<file path="config.mk">
export PLATFORM = sky130hd
export DESIGN_NAME = ex_operand_stage
export DESIGN_NICKNAME = d
export VERILOG_FILES = /design/src/rtl/ex_operand_stage.sv
export SDC_FILE = /design/constraint.sdc
export NUM_CORES = 1
export LEC_CHECK = 0
export BUFFER_PORTS_ARGS = -buffer_cell sky130_fd_sc_hd__buf_2
export CORE_AREA = 2 2 149 151
export CTS_CLUSTER_SIZE = 12
export DETAILED_ROUTE_END_ITERATION = 6
export DIE_AREA = 0 0 151 153
export GPL_ROUTABILITY_DRIVEN = 0
export PLACE_DENSITY = 0.78
export SLEW_MARGIN = 20
export SYNTH_ARGS = -nofsm -noshare
export SYNTH_HDL_FRONTEND = slang
export SYNTH_SLANG_ARGS = --single-unit
export TNS_END_PERCENT = 30
</file>
<file path="constraint.sdc">
create_clock -name clk -period 5 [get_ports clk]
set_input_delay 0.25 -clock clk [delete_from_list [all_inputs] [get_ports clk]]
set_output_delay 0.25 -clock clk [all_outputs]
set_load 0.05 [all_outputs]
</file>
<file path="src/rtl/ex_operand_stage.sv">
// ID/EX pipeline register with EX-stage operand forwarding, load-use hazard
// detection and branch flush; feeds the ALU a, b, shamt and aluctrl inputs.
module ex_operand_stage #(
  parameter int XLEN  = 32,
  parameter int RADDR = 5
) (
  input  logic             clk,
  input  logic             reset,
  input  logic             id_valid,
  input  logic [XLEN-1:0]  id_pc,
  input  logic [RADDR-1:0] id_rs1,
  input  logic [RADDR-1:0] id_rs2,
  input  logic [RADDR-1:0] id_rd,
  input  logic [XLEN-1:0]  id_rd1,
  input  logic [XLEN-1:0]  id_rd2,
  input  logic [XLEN-1:0]  id_imm,
  input  logic [3:0]       id_aluctrl,
  input  logic [1:0]       id_alusrca,
  input  logic             id_alusrcb,
  input  logic             id_regwrite,
  input  logic             id_memread,
  input  logic             flush,
  input  logic [RADDR-1:0] mem_rd,
  input  logic             mem_regwrite,
  input  logic [XLEN-1:0]  mem_aluout,
  input  logic [RADDR-1:0] wb_rd,
  input  logic             wb_regwrite,
  input  logic [XLEN-1:0]  wb_wdata,
  output logic             stall_id,
  output logic             ex_valid,
  output logic [XLEN-1:0]  ex_pc,
  output logic [XLEN-1:0]  ex_a,
  output logic [XLEN-1:0]  ex_b,
  output logic [4:0]       ex_shamt,
  output logic [3:0]       ex_aluctrl,
  output logic [RADDR-1:0] ex_rd,
  output logic             ex_regwrite,
  output logic             ex_memread,
  output logic [XLEN-1:0]  ex_storedata
);

  typedef enum logic [1:0] {
    SRCA_RS1   = 2'b00,
    SRCA_PC    = 2'b01,
    SRCA_ZERO  = 2'b10,
    SRCA_ZERO2 = 2'b11
  } srca_e;

  logic [RADDR-1:0] ex_rs1;
  logic [RADDR-1:0] ex_rs2;
  logic [XLEN-1:0]  ex_rd1;
  logic [XLEN-1:0]  ex_rd2;
  logic [XLEN-1:0]  ex_imm;
  srca_e            ex_alusrca;
  logic             ex_alusrcb;
  logic [XLEN-1:0]  rs1_fwd;
  logic [XLEN-1:0]  rs2_fwd;
  logic             load_use;
  logic             capture;

  // Conservative: rs2 is compared even when the ID instruction uses its immediate.
  assign load_use = id_valid & ex_valid & ex_memread & (ex_rd != '0) &
                    ((ex_rd == id_rs1) | (ex_rd == id_rs2));
  assign stall_id = ~reset & load_use & ~flush;
  assign capture  = ~flush & ~stall_id;

  // NOTE: sequential state is written with non-blocking assignments only, so
  // every flop samples the pre-edge values regardless of statement order.
  always_ff @(posedge clk or posedge reset) begin
    if (reset) begin
      ex_valid    <= 1'b0;
      ex_regwrite <= 1'b0;
      ex_memread  <= 1'b0;
    end else if (capture) begin
      ex_valid    <= id_valid;
      ex_regwrite <= id_valid & id_regwrite;
      ex_memread  <= id_valid & id_memread;
    end else begin
      ex_valid    <= 1'b0;
      ex_regwrite <= 1'b0;
      ex_memread  <= 1'b0;
    end
  end

  // NOTE: the data fields are plain flops (not a memory), so they carry a
  // reset like the control bits; that keeps ex_a/ex_b at 0 while in reset.
  // A bubble leaves them holding stale data, which is harmless once ex_valid drops.
  always_ff @(posedge clk or posedge reset) begin
    if (reset) begin
      ex_pc      <= '0;
      ex_rs1     <= '0;
      ex_rs2     <= '0;
      ex_rd      <= '0;
      ex_rd1     <= '0;
      ex_rd2     <= '0;
      ex_imm     <= '0;
      ex_aluctrl <= '0;
      ex_alusrca <= SRCA_RS1;
      ex_alusrcb <= 1'b0;
    end else if (capture) begin
      ex_pc      <= id_pc;
      ex_rs1     <= id_rs1;
      ex_rs2     <= id_rs2;
      ex_rd      <= id_rd;
      ex_rd1     <= id_rd1;
      ex_rd2     <= id_rd2;
      ex_imm     <= id_imm;
      ex_aluctrl <= id_aluctrl;
      ex_alusrca <= srca_e'(id_alusrca);
      ex_alusrcb <= id_alusrcb;
    end
  end

  // MEM beats WB; x0 is never forwarded, so the regfile's zero always wins there.
  function automatic logic [XLEN-1:0] forward(
    input logic [RADDR-1:0] rs,
    input logic [XLEN-1:0]  rf_data,
    input logic [RADDR-1:0] m_rd,
    input logic             m_we,
    input logic [XLEN-1:0]  m_data,
    input logic [RADDR-1:0] w_rd,
    input logic             w_we,
    input logic [XLEN-1:0]  w_data
  );
    if (rs == '0)                 return rf_data;
    else if (m_we && m_rd == rs)  return m_data;
    else if (w_we && w_rd == rs)  return w_data;
    else                          return rf_data;
  endfunction

  assign rs1_fwd = forward(ex_rs1, ex_rd1, mem_rd, mem_regwrite, mem_aluout,
                           wb_rd, wb_regwrite, wb_wdata);
  assign rs2_fwd = forward(ex_rs2, ex_rd2, mem_rd, mem_regwrite, mem_aluout,
                           wb_rd, wb_regwrite, wb_wdata);

  // NOTE: every output of this always_comb gets a default before any branch,
  // so no path can leave it unassigned and infer a latch.
  always_comb begin
    ex_a = '0;
    ex_b = '0;
    if (!reset) begin
      unique case (ex_alusrca)
        SRCA_RS1: ex_a = rs1_fwd;
        SRCA_PC:  ex_a = ex_pc;
        default:  ex_a = '0;
      endcase
      ex_b = ex_alusrcb ? ex_imm : rs2_fwd;
    end
  end

  assign ex_shamt     = ex_b[4:0];
  assign ex_storedata = rs2_fwd;

endmodule

</file>
; Yosys cells after proc, flatten, opt, wreduce, memory -nomap -nowiden
; Cells that the tools add are included.
; W data, S select, Z words.
[op_classes]
n_mux = 13
eq_ne = 7
reduce_logical = 8
bitwise = 13
[ops]
columns = cell, count
row1 = $mux W32, 9
row2 = $pmux W32 S2, 1
row3 = $eq A5 B5 Y1, 6
row4 = $logic_not A5 Y1, 2
row5 = $and A1 B1 Y1, 9
row6 = $reduce_bool A5 Y1, 1
row7 = $logic_and A1 B1 Y1, 4
row8 = $mux W1, 3
row9 = $not A1 Y1, 3
row10 = $eq A2 B1 Y1 const B, 1
row11 = $logic_not A2 Y1, 1
row12 = $or A1 B1 Y1, 1
[word_totals]
word_cells = 54
reg_bits = 153

; Depth between registers and ports, before layout
; Gate-level depths: netlist of the first run.
[logic_depth]
depth_word = 9
ltp_mapped = 8

; Worst setup path before layout of the first run
; No wires, ideal clock.
[synth_path]
kind = input-to-output
from = in reset
to = out stall_id
path_stages = 6
path_buffers = 1
setup_slack_ps = -132
required_ps = 4750
t_arrival_ps = 4882
path_cell_list = buf_2 -> inv_1 -> nand4_1 -> a21oi_1 -> nand2_1 -> nor2_1
[synth_via]
elab_chain_len = 3
[synth_rtl]
columns = item, line
row1 = from (decl), 8  ; input logic reset,
row2 = $not A1 Y1, 64  ; assign stall_id = ~reset & load_use & ~flush;
row3 = $and A1 B1 Y1 (2 in a row), 64
row4 = to (decl), 29  ; output logic stall_id,
; Every way passes these cells.

; Worst setup path in the final report of the first run
[layout_path]
from = reg ex_rs1[1]
to = out ex_a[11]
[layout_via]
elab_chain_len = 7
[layout_rtl]
columns = item, line
row1 = from (decl), 49  ; logic [RADDR-1:0] ex_rs1;
row2 = from (signal assigned), 102  ; ex_rs1 <= id_rs1;
row3 = $eq A5 B5 Y1, 127  ; else if (w_we && w_rd == rs) return w_data;
row4 = $logic_and A1 B1 Y1, 127
row5 = $mux W32, 127
row6 = $mux W32, 126  ; else if (m_we && m_rd == rs) return m_data;
row7 = $mux W32 (*), 125  ; if (rs == '0) return rf_data;
row8 = $pmux W32 S2 (*), 142  ; unique case (ex_alusrca)
row9 = $mux W32 (*), 141  ; if (!reset) begin
row10 = to (decl), 32  ; output logic [XLEN-1:0] ex_a,
; Every way passes the cells marked *; elsewhere a longest branch is shown, timed or not.

==> qor.txt, run 1 <==
Final TNS setup -> 0 ns
Routed Antenna Nets -> 0
final hold slack -> 0.0540 ns
vias in the first global route -> 8933
post-synthesis mux area share -> 18.4%
commonest non-fill, non-tap cell in the layout -> buf_2
predominant post-synthesis flop cell -> dfrtp_1
TritonCTS clock tree -> yes
min-delay worst type -> primary input to register
Worst Path Required -> 4.75 ns
Die Ht -> 153 um
CP max FO -> 32
Max Cap Viol -> 0
startpoint class of the critical path -> register
via-per-instance ratio -> 6.00
Finished Core Util -> 54.9%
First DRT Iteration DRCs -> 588
CP endpoint -> ex_a[11]
ys async rst share -> 100%
Int Power -> 0.00248 W
I/O Pins -> 378
total track usage -> 28.0%
period utilization -> 74.1%
Die Width -> 151 um
xor/xnor share of the synthesized area -> 2.86%
Slowest Stage Delay on Critical Path -> 0.89 ns
Synth area leaders -> dfrtp_1, mux2_2, a221oi_2, a32oi_1, a2111oi_0
f_max -> 270 MHz
Synth Area per Inst -> 10.9 sq um
DR WL/cell -> 22.3 um
Seq/Total Area, Yosys -> 41.6%
number of buffers created by CTS -> 17
worst vdd ir -> 0.000190 V
htree depth -> 4
r2r startpoint -> ex_rd[4]
Post-synth EDFFs -> 0
Initial Utilization -> 42.8%
Clk Tree Root Cell -> clkbuf_16
Synth area leader -> dfrtp_1
final slew viol count -> 0
Pre-Repair DR Iteration Count -> 5
R2R cell count -> 6
CTS Buffer Depth -> 2
FF-to-FF End -> ex_rd1[13]
Reg2Reg Setup Slack -> 2.55 ns
# DRC -> 0
DR vias -> 8815
Area growth syn-to-layout -> 28.2%
Synth Area in Compound Gates -> 20.7%
die area -> 23100 sq um
CP Data Arrival Time -> 3.46 ns
YS warnings -> 0
first-pass GRT wire length -> 49600 um
row count -> 54
largest net degree at the start of global routing -> 152
IO Port Bufs -> 377
Synth top area share -> 41.6%
worst skew pair latency -> 0.42 ns
PnR worst setup slack -> 1.29 ns
Post-Synth Adder-Cell Area -> 0%
final hold viol count -> 0
worst-margin pin slew -> 1.08 ns
Core Box Area -> 21500 sq um
Rel. slew slack -> 27.9%
Seq cells post-synth -> 153
share of cells above drive strength 1 -> 52.6%
antenna violations before repair -> 1
slowest CP cell -> nand4b_2
Syn Nets -> 1079
Clock power frac -> 32.3%
Synth cell types -> 38
sequential share of power -> 37.1%
clk slew on worst S/H paths -> 0.07 ns
Crit. End Element -> output port
Power per Cell Area -> 339 nW/um^2
simple-gate share of the synthesized area -> 10.3%
Setup Fix Bufs, Post-CTS -> 0
filler instances -> 1896
Synth Cell Area -> 9200 sq um
clock sinks -> 153
HPWL after DPL -> 23700 um
pre-CTS setup slack -> 1.75 ns
final worst path period need -> 3.71 ns
RSZ-0062 raised after global routing -> no
Min-Delay Path Depth -> 2
critical path startpoint -> ex_rs1[1]
Cells after Synth -> 847
switching power -> 0.00151 W
run status -> finished clean
GR Overflow Total -> 0
crit path kind -> register to output port
Switching Share -> 37.8%
LEAKAGE -> 5.34 nW
most frequent cells in the layout -> buf_2, dfrtp_1, mux2_2, nand2_1, and2_1
WL final -> 32700 um
crit-path cells -> xor2_1, nor4_2, nand4b_2, a2111oi_0, a211oi_1, buf_2
Nets -> 1405
largest family of logic cells by synthesized area -> compound AO/OA/AOI/OAI gates
Clock Skew -> 0.0140 ns
Gate power share -> 30.6%
setup violators final -> 0
-- registers in the layout (all words and copies together), names as in the netlist --
| signal | count |
|---|---|
| ex_regwrite | 1 |
| ex_memread | 1 |
| ex_alusrcb | 1 |
| ex_rd2 | 32 |
| ex_rs1 | 5 |
| ex_aluctrl | 4 |
| ex_pc | 32 |
| ex_rd | 5 |
| ex_valid | 1 |
| ex_rs2 | 5 |
| ex_rd1 | 32 |
| ex_alusrca | 2 |
| ex_imm | 32 |
-- cells by family after synthesis --
logic type,count (synthesis)
multiplexers,150
AO/OA/AOI/OAI,228
buffers and inverters,124
XOR/XNOR,30
AND/OR/NAND/NOR,162
flip-flops,153
-- power groups by stage --
stage | clock [W] | sequential [W] | combinational [W]
floorplan | 0 | 0.00158 | 0.000778
global placement | 0 | 0.00150 | 0.00120
detailed placement | 0 | 0.00150 | 0.00122
CTS | 0.00132 | 0.00148 | 0.00122
global route | 0.00137 | 0.00150 | 0.00129
finish | 0.00129 | 0.00148 | 0.00122
-- worst max-delay path, delay by kind of cell (launching register included) --
kind	cells	cell delay (ns)
flip-flops	1	0.43
AO/OA/AOI/OAI	2	0.95
AND/OR/NAND/NOR	2	1.23
XOR/XNOR	1	0.17
buffers and inverters	1	0.25
-- synthesized netlist by cell type (19+ instances only) --
master / instances
and2_1: 35
a211oi_1: 31
xnor2_1: 22
a31oi_1: 32
a22oi_1: 31
or4_1: 32
a21oi_1: 32
nand3_1: 34
a2111oi_0: 31
clkbuf_1: 42
a221oi_2: 30
a32oi_1: 32
nand2_1: 39
dfrtp_1: 153
inv_1: 33
buf_2: 30
mux2_2: 150
buf_4: 19
-- repair_timing --
action	CTS	global route
gates resized for setup	0	0
hold buffers	1	0
endpoints found under the hold margin	2	0
-- per-layer routing --
metal | vias to the layer above | track usage, % | wire length [um]
met1 | 4349 | 33.7 | 12600
met3 | 68 | 7.73 | 3030
met2 | 481 | 47.4 | 16100
met5 | - | 0 | 0
li1 | 3917 | - | -
met4 | 0 | 10.5 | 1020
-- final cells by class --
| class | count | area, sq um | share of cell area, % |
|---|---|---|---|
| Inverter | 33 | 128 | 1.08 |
| Antenna cell | 2 | 5.00 | 0.0424 |
| Clock inverter | 11 | 109 | 0.922 |
| Tap cell | 280 | 350 | 2.97 |
| Sequential cell | 153 | 3830 | 32.5 |
| Clock buffer | 21 | 470 | 3.99 |
| Multi-Input combinational cell | 570 | 4850 | 41.1 |
| Timing Repair Buffer | 398 | 2060 | 17.5 |
-- per-stage QoR --
stage               instance area [sq um]  power [W]  cells
floorplan                            9210    0.00236    847
global placement                    11200    0.00270   1433
detailed placement                  11200    0.00272   1433
CTS                                 11800    0.00402   1466
global route                        11800    0.00417   1466
finish                              11800    0.00400   1468
-- worst min path at each step --
| stage | startpoint | endpoint | slack [ns] |
|---|---|---|---|
| after floorplan | id_valid | ex_valid | 0.38 |
| after global placement | reset | ex_rd1[11] | 0.21 |
| after detailed placement | reset | ex_rd1[12] | 0.21 |
| after CTS | id_pc[29] | ex_pc[29] | 0.03 |
| after global routing | id_imm[24] | ex_imm[24] | 0.04 |
| final | id_pc[29] | ex_pc[29] | 0.05 |
Note: power is estimated with default switching activity, not from simulation.
==> run 2, diff against run 1 <==
==> constraint.sdc (replaced) <==
create_clock -name clk -period 3.8 [get_ports clk]
set_input_delay 0.19 -clock clk [delete_from_list [all_inputs] [get_ports clk]]
set_output_delay 0.19 -clock clk [all_outputs]
set_load 0.05 [all_outputs]
==> qor.txt, run 2 (synthesis results as in run 1) <==
DR vias -> 9425 (+6.9%)
worst vdd ir -> 0.000277 V (+46%)
Setup Fix Bufs, Post-CTS -> 0 (unchanged)
met2 Resource Use GR -> 49.0% (+1.6 points)
Worst Path Required -> 3.61 ns (-1.14 ns)
worst skew pair latency -> 0.42 ns (about the same)
startpoint class of the critical path -> register
CP max FO -> 18 (-44%)
die area -> 23100 sq um (unchanged)
Finished Core Util -> 60.1% (+5.2 points)
R2R cell count -> 6 (unchanged)
Crit. End Element -> output port
first-pass GRT wire length -> 51800 um (+4.5%)
clk slew on worst S/H paths -> 0.07 ns (about the same)
min-delay worst type -> primary input to register
First DRT Iteration DRCs -> 760 (+29%)
CP Data Arrival Time -> 3.33 ns (-0.13 ns)
RSZ-0062 raised after global routing -> no
Area after DPL -> 11300 sq um (+0.54%)
sequential share of power -> 36.4% (-0.7 points)
critical path depth in cells -> 7 (+1)
Slowest Stage Delay on Critical Path -> 0.62 ns (-0.27 ns)
Clock Skew -> 0.0113 ns (-0.00276 ns)
pre-CTS setup slack -> 0.858 ns (-0.895 ns)
Final TNS setup -> 0 ns (unchanged)
final worst path period need -> 3.52 ns
Worst Path Buf+Inv -> 2 (+1)
IO Port Bufs -> 377 (unchanged)
CP top delay family -> simple AND/OR/NAND/NOR gates
crit-path cells -> xor2_1, nor4_2, nand4b_2, buf_4, a2111oi_0, a211oi_1, buf_2
crit path kind -> register to output port
post-CTS resize count -> 0 (unchanged)
antenna violations before repair -> 0 (-1)
run status -> finished clean
Clk Tree Root Cell -> clkbuf_16
placed insts -> 1437 (+0.28%)
GR Util met1 -> 35.4% (+1.7 points)
Int Power -> 0.00336 W (+35%)
most frequent cells in the layout -> buf_2, dfrtp_1, mux2_2, dlygate4sd3_1, nand2_1
fin area -> 12900 sq um (+9.5%)
clock sinks -> 153 (unchanged)
htree depth -> 4 (unchanged)
Core Box Area -> 21500 sq um (unchanged)
Max Cap Viol -> 0 (unchanged)
Rel. slew slack -> 36.6% (+8.7 points)
final hold viol count -> 0 (unchanged)
CTS Buffer Depth -> 2 (unchanged)
area of the multi-input gates -> 4860 sq um (+0.31%)
worst-margin pin slew -> 0.950 ns (-0.127 ns)
Switching Share -> 37.7% (-0.13 points)
commonest non-fill, non-tap cell in the layout -> buf_2
largest net degree at the start of global routing -> 154 (+1.3%)
I/O Pins -> 378 (unchanged)
Routed Antenna Nets -> 0 (unchanged)
Clock power frac -> 32.1% (-0.2 points)
f_max -> 284 MHz
Pre-Repair DR Iteration Count -> 5 (unchanged)
HPWL after DPL -> 22900 um (-3.5%)
# DRC -> 0 (unchanged)
total track usage -> 29.0% (+1.0 points)
slowest CP cell -> nand4b_2
final non-filler cell total -> 1576 (+7.4%)
period utilization -> 92.5%
global routing's busiest layer -> met2
vias in the first global route -> 9402 (+5.3%)
Register Area -> 3830 sq um (about the same)
WL final -> 34300 um (+4.9%)
Nets -> 1514 (+7.8%)
Area growth syn-to-layout -> 40.4%
TritonCTS clock tree -> yes
Die Width -> 151 um (unchanged)
Die Ht -> 153 um (unchanged)
DR WL/cell -> 21.8 um (-2.2%)
Gate power share -> 31.5% (+0.9 points)
setup violators final -> 0 (unchanged)
share of cells above drive strength 1 -> 48.6% (-4.0 points)
LEAKAGE -> 5.82 nW (+8.9%)
PnR worst setup slack -> 0.284 ns (-1.01 ns)
final slew viol count -> 0 (unchanged)
Power per Cell Area -> 417 nW/um^2 (+23%)
Min-Delay Path Depth -> 2 (unchanged)
switching power -> 0.00203 W (+34%)
Initial Utilization -> 42.8% (unchanged)
GR Overflow Total -> 0 (unchanged)
row count -> 54 (unchanged)
filler instances -> 1743 (-8.1%)
via-per-instance ratio -> 5.98 (-0.41%)
number of buffers created by CTS -> 17 (unchanged)
met3 Usage GRT -> 7.07% (-0.66 points)
==> run 2: changes by cell type in the layout (fill, tap and decap cells not counted), sizes merged <==
| cell | previous run | this run |
|---|---|---|
| buf | 397 | 401 |
| bufinv | 1 | 2 |
| clkbuf | 21 | 17 |
| clkinv | 5 | 6 |
| diode | 2 | 1 |
| dlygate4sd3 | 1 | 106 |
| inv | 36 | 38 |
==> run 2: power by group through the flow <==
| stage | combinational, W | sequential (W) | clock (W) |
|---|---|---|---|
| finish | 0.00170 | 0.00196 | 0.00173 |
| global route | 0.00179 | 0.00198 | 0.00184 |
| CTS | 0.00168 | 0.00196 | 0.00176 |
| detailed placement | 0.00159 | 0.00199 | 0 |
| global placement | 0.00157 | 0.00198 | 0 |
| floorplan | 0.00103 | 0.00208 | 0 |
==> run 2: worst paths after layout <==
path                                from            end  slack, ns
min in group asynchronous          reset       ex_valid       0.18
max reg2reg                     ex_rd[2]      ex_pc[28]       1.53
max in group asynchronous          reset     ex_imm[16]       2.97
max                            ex_rs1[1]       ex_a[21]       0.28
min reg2reg                ex_aluctrl[2]  ex_aluctrl[2]       0.51
min                        id_aluctrl[1]  ex_aluctrl[1]       0.01
==> run 2: timing repair <==
action                                  4_1_cts  5_1_grt
hold buffers                                104        2
endpoints found under the hold margin       104        2
endpoints found under the setup margin        0        0
==> run 2: per-layer routing <==
| layer | vias up | routed length [um] |
|---|---|---|
| li1 | 4154 | - |
| met1 | 4577 | 13500 |
| met2 | 601 | 16600 |
| met3 | 93 | 3120 |
| met4 | 0 | 1120 |
| met5 | - | 0 |
==> run 2: layout make-up <==
cell class / instances / area share, %
clock inverters: 15 / 1.27
flip-flops and latches: 153 / 29.7
diodes: 1 / 0.0194
clock buffers: 17 / 3.29
well taps: 280 / 2.71
inverters: 33 / 0.988
repair buffers: 507 / 24.4
multi-input cells: 570 / 37.6
==> run 2: stage by stage <==
stage | total power (W) | hold slack (ns)
final | 0.00539 | 0.0136
after global placement | 0.00355 | 0.421
after detailed placement | 0.00358 | 0.425
after CTS | 0.00539 | 0.000217
after floorplan | 0.00311 | 0.319
after global routing | 0.00561 | 0.000192
==> run 3, diff against run 2 <==
--- a/config.mk
+++ b/config.mk
@@ -12,6 +12,7 @@
 export DIE_AREA = 0 0 151 153
 export GPL_ROUTABILITY_DRIVEN = 0
 export PLACE_DENSITY = 0.78
+export REMOVE_ABC_BUFFERS = 1
 export SLEW_MARGIN = 20
 export SYNTH_ARGS = -nofsm -noshare
 export SYNTH_HDL_FRONTEND = slang
==> qor.txt, run 3 (synthesis results as in run 1) <==
DR WL/cell -> 21.4 um (-1.7%)
largest net degree at the start of global routing -> 81 (-47%)
commonest non-fill, non-tap cell in the layout -> buf_2
I/O Pins -> 378 (unchanged)
startpoint class of the critical path -> register
min-delay worst type -> primary input to register
Routed Antenna Nets -> 0 (unchanged)
final worst path period need -> 3.49 ns (-0.0217 ns)
first-pass GRT wire length -> 51700 um (-0.25%)
CP top delay family -> buffers and inverters
Max Cap Viol -> 0 (unchanged)
CP Data Arrival Time -> 3.30 ns (-0.03 ns)
htree depth -> 4 (unchanged)
worst-margin pin slew -> 0.978 ns (+0.0272 ns)
Setup Fix Bufs, Post-CTS -> 0 (unchanged)
f_max -> 286 MHz (+0.62%)
worst skew pair latency -> 0.41 ns (about the same)
post-CTS resize count -> 0 (unchanged)
placed insts -> 1436 (-0.070%)
via-per-instance ratio -> 5.89 (-1.5%)
Area growth syn-to-layout -> 40.6%
setup violators final -> 0 (unchanged)
clock sinks -> 153 (unchanged)
WL final -> 33800 um (-1.5%)
worst vdd ir -> 0.000282 V (+1.7%)
most frequent cells in the layout -> buf_2, dfrtp_1, mux2_2, dlygate4sd3_1, nand2_1
First DRT Iteration DRCs -> 527 (-31%)
share of cells above drive strength 1 -> 48.6% (about the same)
die area -> 23100 sq um (unchanged)
# DRC -> 0 (unchanged)
run status -> finished clean
R2R cell count -> 6 (unchanged)
Die Ht -> 153 um (unchanged)
final slew viol count -> 0 (unchanged)
pre-CTS setup slack -> 0.589 ns (-0.269 ns)
Clk Tree Root Cell -> clkbuf_16
clk slew on worst S/H paths -> 0.07 ns (about the same)
Crit. End Element -> output port
Pre-Repair DR Iteration Count -> 5 (unchanged)
row count -> 54 (unchanged)
total track usage -> 28.8% (-0.20 points)
GR Overflow Total -> 0 (unchanged)
number of buffers created by CTS -> 17 (unchanged)
Core Box Area -> 21500 sq um (unchanged)
Die Width -> 151 um (unchanged)
Power per Cell Area -> 409 nW/um^2 (-1.9%)
crit-path cells -> nor3_1, nand2_2, nand3_2, buf_4, a31oi_1, a221oi_1, buf_2
TritonCTS clock tree -> yes
final hold slack -> 0.0207 ns (+0.00712 ns)
Initial Utilization -> 42.8% (unchanged)
RSZ-0062 raised after global routing -> no
Clock Skew -> 0.0132 ns (+0.00187 ns)
vias in the first global route -> 9540 (+1.5%)
antenna violations before repair -> 3 (+3)
PnR worst setup slack -> 0.306 ns (+0.0217 ns)
LEAKAGE -> 5.82 nW (about the same)
CTS Buffer Depth -> 2 (unchanged)
slowest CP cell -> buf_4
period utilization -> 92.0% (-0.57 points)
Worst Path Required -> 3.61 ns (about the same)
final non-filler cell total -> 1579 (+0.19%)
final hold viol count -> 0 (unchanged)
critical path depth in cells -> 7 (unchanged)
Min-Delay Path Depth -> 2 (unchanged)
IO Port Bufs -> 377 (unchanged)
Nets -> 1515 (+0.066%)
CP max FO -> 64 (+46)
Rel. slew slack -> 34.8% (-1.8 points)
Slowest Stage Delay on Critical Path -> 0.57 ns (-0.05 ns)
Worst Path Buf+Inv -> 2 (unchanged)
HPWL after DPL -> 22600 um (-0.91%)
DR vias -> 9305 (-1.3%)
Hold Buf Count CTS -> 99 (-4.8%)
crit path kind -> register to output port
-- run 3: final timing paths --
check / start / endpoint / slack (ns)
setup / recovery: ex_rs2[0] / ex_shamt[0] / 0.31
hold / removal: id_rd1[30] / ex_rd1[30] / 0.02
setup reg to reg: ex_rd[4] / ex_pc[3] / 1.29
hold reg to reg: ex_rd1[4] / ex_rd1[4] / 0.51
max in group asynchronous: reset / ex_alusrcb / 2.07
min in group asynchronous: reset / ex_aluctrl[2] / 0.19
-- run 3: final cells by class --
type	count	area [sq um]
Fill cell	1788	8550
Multi-Input combinational cell	570	4860
Sequential cell	153	3830
Timing Repair Buffer	508	3200
Clock buffer	19	453
Tap cell	280	350
Inverter	33	129
Clock inverter	13	110
Antenna cell	3	7.51
-- run 3: stage by stage --
stage	utilization, %	total power [W]	instance area (sq um)	setup TNS (ns)
2_1_floorplan	-	0.00308	8750	-754.97
3_3_place_gp	52.4	0.00355	11300	0
3_5_place_dp	52.4	0.00358	11300	0
4_1_cts	59.6	0.00530	12800	0
5_1_grt	60.2	0.00554	12900	0
6_report	60.2	0.00530	12900	0
-- run 3: per-layer routing --
metal,share of wire (%),track usage [%]
met1,39,34.1
met2,48,46.8
met3,9.0,8.69
met4,4.4,15.3
met5,0,0
-- run 3: where the power goes --
part / leakage [nW] / switching (W) / internal, W
clock network: 0.273 / 0.000744 / 0.000890
logic: 3.76 / 0.00112 / 0.000590
registers: 1.79 / 0.000161 / 0.00179
